--- config.mk ---
export PLATFORM = sky130hd
export DESIGN_NAME = network_scheduler
export DESIGN_NICKNAME = d
export VERILOG_FILES = /design/src/rtl/network_scheduler.sv
export SDC_FILE = /design/constraint.sdc
export NUM_CORES = 1
export LEC_CHECK = 0
export CORE_ASPECT_RATIO = 0.5
export CORE_UTILIZATION = 44
export CTS_CLUSTER_DIAMETER = 80
export DETAILED_ROUTE_END_ITERATION = 7
export PLACE_DENSITY_LB_ADDON = 0.05
export SYNTH_ARGS = -nofsm -noshare
export SYNTH_HDL_FRONTEND = slang
export SYNTH_SLANG_ARGS = --single-unit
--- constraint.sdc ---
create_clock -name ap_clk -period 1.5 [get_ports ap_clk]
set_input_delay 0.15 -clock ap_clk [delete_from_list [all_inputs] [get_ports ap_clk]]
set_output_delay 0.15 -clock ap_clk [all_outputs]
set_load 0.005 [all_outputs]
--- src/rtl/network_scheduler.sv ---
// Network scheduler: launches every trigger once per round, collects their
// done pulses, and reports round completion once the whole network is idle.
module network_scheduler #(
  parameter int unsigned NUM_TRIGGERS = 2
) (
  input  logic                    ap_clk,
  input  logic                    ap_rst_n,
  input  logic                    ap_start,
  output logic                    ap_done,
  output logic                    ap_ready,
  output logic                    ap_idle,
  output logic [NUM_TRIGGERS-1:0] trigger_start,
  input  logic [NUM_TRIGGERS-1:0] trigger_done,
  input  logic [NUM_TRIGGERS-1:0] trigger_idle,
  output logic                    network_idle,
  output logic [31:0]             round_cycles
);

  typedef enum logic [1:0] {
    StIdle,
    StStart,
    StWait,
    StDone
  } state_e;

  localparam logic [NUM_TRIGGERS-1:0] AllOnes  = '1;
  localparam logic [31:0]             CycleMax = 32'hFFFF_FFFF;

  state_e                  state_q, state_d;
  logic [NUM_TRIGGERS-1:0] done_mask_q, done_mask_d;
  logic [31:0]             round_cycles_q, round_cycles_d;
  logic [31:0]             cycles_inc;
  logic                    network_idle_q;
  logic [1:0]              rst_sync_q;
  logic                    rst_int_n;

  // Reset synchroniser: asserts asynchronously, releases two edges after ap_rst_n rises.
  always_ff @(posedge ap_clk or negedge ap_rst_n) begin
    if (!ap_rst_n) begin
      rst_sync_q <= 2'b00;
    end else begin
      rst_sync_q <= {rst_sync_q[0], 1'b1};
    end
  end

  assign rst_int_n = rst_sync_q[1];

  // Saturating round-length counter increment.
  assign cycles_inc = (round_cycles_q == CycleMax) ? round_cycles_q : round_cycles_q + 32'd1;

  // State, sticky done mask, round counter and registered network idle.
  always_ff @(posedge ap_clk or negedge rst_int_n) begin
    if (!rst_int_n) begin
      state_q        <= StIdle;
      done_mask_q    <= '0;
      round_cycles_q <= '0;
      network_idle_q <= 1'b0;
    end else begin
      state_q        <= state_d;
      done_mask_q    <= done_mask_d;
      round_cycles_q <= round_cycles_d;
      network_idle_q <= &trigger_idle;
    end
  end

  // Next-state logic and state-decoded outputs.
  always_comb begin
    state_d        = state_q;
    done_mask_d    = done_mask_q;
    round_cycles_d = round_cycles_q;
    trigger_start  = '0;
    ap_done        = 1'b0;
    ap_ready       = 1'b0;
    ap_idle        = 1'b0;
    unique case (state_q)
      StIdle: begin
        ap_idle = 1'b1;
        if (ap_start) begin
          state_d        = StStart;
          done_mask_d    = '0;
          round_cycles_d = '0;
        end
      end
      StStart: begin
        trigger_start  = AllOnes;
        done_mask_d    = done_mask_q | trigger_done;
        round_cycles_d = cycles_inc;
        state_d        = StWait;
      end
      StWait: begin
        done_mask_d    = done_mask_q | trigger_done;
        round_cycles_d = cycles_inc;
        // Same-cycle done pulses count, so the last trigger need not wait a cycle.
        if (((done_mask_q | trigger_done) == AllOnes) && network_idle_q) begin
          state_d = StDone;
        end
      end
      StDone: begin
        ap_done  = 1'b1;
        ap_ready = 1'b1;
        if (ap_start) begin
          state_d        = StStart;
          done_mask_d    = '0;
          round_cycles_d = '0;
        end else begin
          state_d = StIdle;
        end
      end
    endcase
  end

  assign network_idle = network_idle_q;
  assign round_cycles = round_cycles_q;

endmodule
==> impl_metrics.ini <==
[floorplan]
core-area_um2 = 4660
start_util_pct = 48.5
dieArea_um2 = 5440
io_pins = 45
fp-row-count = 17
die_h_um = 52.7
die_x_um = 103

[layout]
layout-drive-gt1-share_pct = 41.3
layoutNonFillerInstCount = 441
areaGrowthSynthToFinish_pct = 71.3
nets = 387
antenna_cells = 0
utilization_pct = 83.1

[pwr]
internal-power_mw = 3.49
ir_worst_vdd_mv = 0.798
power_frac_seq_pct = 23.3
power_switching_mw = 2.17
p_per_area_nw_per_um2 = 1460
p_comb_share_pct = 58.2
swShare_pct = 38.4
pwr-share-clk_pct = 18.5
p_total_mw = 5.66
power.leakage_nw = 1.99

[clock_tree]
cts_hold_buf = 0
cts_tree = built
cts-root-buf = clkbuf_8
clkTransAtPathRegs_ns = 0.08
numClockSinks = 39
clock_latency_ns = 0.29
htreeDepth = 2
clockBufferDepth = 2
cts_buffers = 5

[grt]
overflow = 0
grt_util_met2_pct = 48.7
first_global_vias = 2309
grt_max_degree = 38
grt_pass1_wl_um = 11300
grt_usage_pct = 28.2
met1_usage_pct = 37.6
busiest_layer = met2
antenna_found_initial = 0
gr-usage-met3_pct = 5.20

[route]
post_drt_wl_per_cell_um = 17.4
dr.first_iter.drc_count = 148
vias_per_cell = 5.81
ant_nets = 0
vias = 2563
drc_errors = 0
drt_pass1_iterations = 5
wl_um = 7690

[logic_synthesis]
synth_area_um2 = 2260
synthCells = 231
async_reset_ff_share_pct = 100
ys_seq_elements = 39
yosysSeqAreaShare_pct = 43.2
yosysWarnings = 0
ys.flop_type = dfrtp_1
syn_area_per_cell_um2 = 9.78
ys_types = 48
syn_nets = 244
synth_edf_count = 0

[worst_setup_path]
required_ns = 1.67
arrival_ns = 2.14
crit_fanout = 8
end_kind = register
crit_type = register to register
start_kind = register

[outcome]
violations = negative setup slack
status = finished with violations

[sta]
holdWs_ns = 0.00892
hold_viol = 0
setup_tns_ns = -11.19
finalWorstSetupSlack_ns = -0.471
fmax_mhz = 507
min_period_ns = 1.97
period_share_pct = 131
drv_slew = 0
setup_viol = 32
fin_worst_skew_ns = 0.00776
rsz0062_at_grt = true

[place]
dp_hpwl_um = 4570
placed_cells = 406
gp_congestion = 0.792
port_buffers = 44

[min_path]
min_path_type = input pin to async pin

[run]
maxCapViolCount = 0
[Yosys cell counts, types with 4 or more instances]
cell / n / area (um^2)
nand4_1: 9 / 56.3
a21oi_1: 4 / 20.0
a31oi_1: 5 / 31.3
dfrtp_1: 39 / 976
ha_1: 6 / 75.1
and4_1: 6 / 52.6
buf_2: 6 / 30.0
clkbuf_1: 4 / 15.0
a221o_1: 10 / 100
nand2_1: 19 / 71.3
nor3_1: 4 / 20.0
nand3_1: 19 / 95.1
and3_1: 12 / 75.1
nor2_1: 14 / 52.6
a22o_1: 11 / 96.3
xnor2_1: 10 / 87.6
inv_1: 7 / 26.3
[power groups by stage]
stage / combinational, mW / sequential [mW] / clock, mW
global placement: 2.62 / 1.32 / 0
global route: 3.52 / 1.34 / 1.12
CTS: 3.08 / 1.30 / 1.06
detailed placement: 2.72 / 1.32 / 0
finish: 3.29 / 1.32 / 1.05
floorplan: 1.30 / 1.41 / 0
[metal layers]
layer | vias to the layer above | share of wire [%]
met2 | 128 | 49
met1 | 1271 | 42
met5 | - | 0
met3 | 9 | 7.6
li1 | 1155 | -
met4 | 0 | 0.69
[critical path: stages (launching register included)]
cell	delay, ns
dfrtp_1	0.38
ha_2	0.20
and4_4	0.23
nand4_4	0.09
o31a_1	0.38
buf_12	0.17
and3_4	0.14
a221o_1	0.26
[cell families after synthesis]
| logic type | after synthesis | share of synthesized area (%) |
|---|---|---|
| simple gates | 98 | 24.4 |
| compound gates | 53 | 19.2 |
| flops | 39 | 43.2 |
| buf+inv | 22 | 4.99 |
| xor+xnor | 11 | 4.27 |
| fa+ha+maj | 6 | 3.32 |
| other cells | 1 | 0.166 |
| mux | 1 | 0.499 |
[area by class of cell]
cell class                      count  area (um^2)
Clock buffer                        6         72.6
Clock inverter                      2         60.1
Fill cell                         253          790
Inverter                            7         26.3
Multi-Input combinational cell    170         1340
Sequential cell                    39          977
Tap cell                           66         82.6
Timing Repair Buffer              151         1310
[timing repair]
item	4_1_cts	5_1_grt
pin swaps	11	10
cloned	2	1
buffers inserted	11	15
gates resized for setup	36	45
endpoints found under the setup margin	41	47
[registers in the layout, indices dropped and copies added (netlist names)]
name and cells:
round_cycles 32, state_q 2, network_idle 1, done_mask_q 2, rst_sync_q 2
[final timing paths]
path                                  from          endpoint  slack (ns)  cells after the start
setup / recovery           round_cycles[1]  round_cycles[17]       -0.47                      7
hold / removal                    ap_rst_n     rst_sync_q[0]       0.009                      1
setup reg to reg           round_cycles[1]  round_cycles[17]       -0.47                      7
hold reg to reg              rst_sync_q[1]  round_cycles[27]        0.28                      1
max in group asynchronous    rst_sync_q[1]   round_cycles[4]        0.86                      1
min in group ap_clk          rst_sync_q[0]     rst_sync_q[1]        0.35                      0
[cells in the final DEF, fill, tap and decap left out, types with 3 or more instances in the layout]
cell type,instances
buf_4,94
dfrtp_1,38
clkdlybuf4s50_1,25
nand2_1,17
nand3_1,15
nor2_1,14
buf_6,12
a22o_1,11
a221o_1,10
xnor2_1,10
dlymetal6s2s_1,10
nand4_1,9
and3_4,8
inv_1,5
clkbuf_8,5
dlygate4sd2_1,5
and3_1,4
a21oi_1,4
and2_1,3
and4_2,3
nand3_4,3
a31oi_1,3
o311ai_1,3
ha_2,3
[per-stage QoR]
stage	instance area, um^2	worst slack (ns)
6_report	3870	-0.471
5_1_grt	3870	-0.506
4_1_cts	3640	-0.475
3_5_place_dp	3310	-0.503
3_3_place_gp	3310	-0.439
2_1_floorplan	2280	-0.484
(Power assumes the default switching activity.)
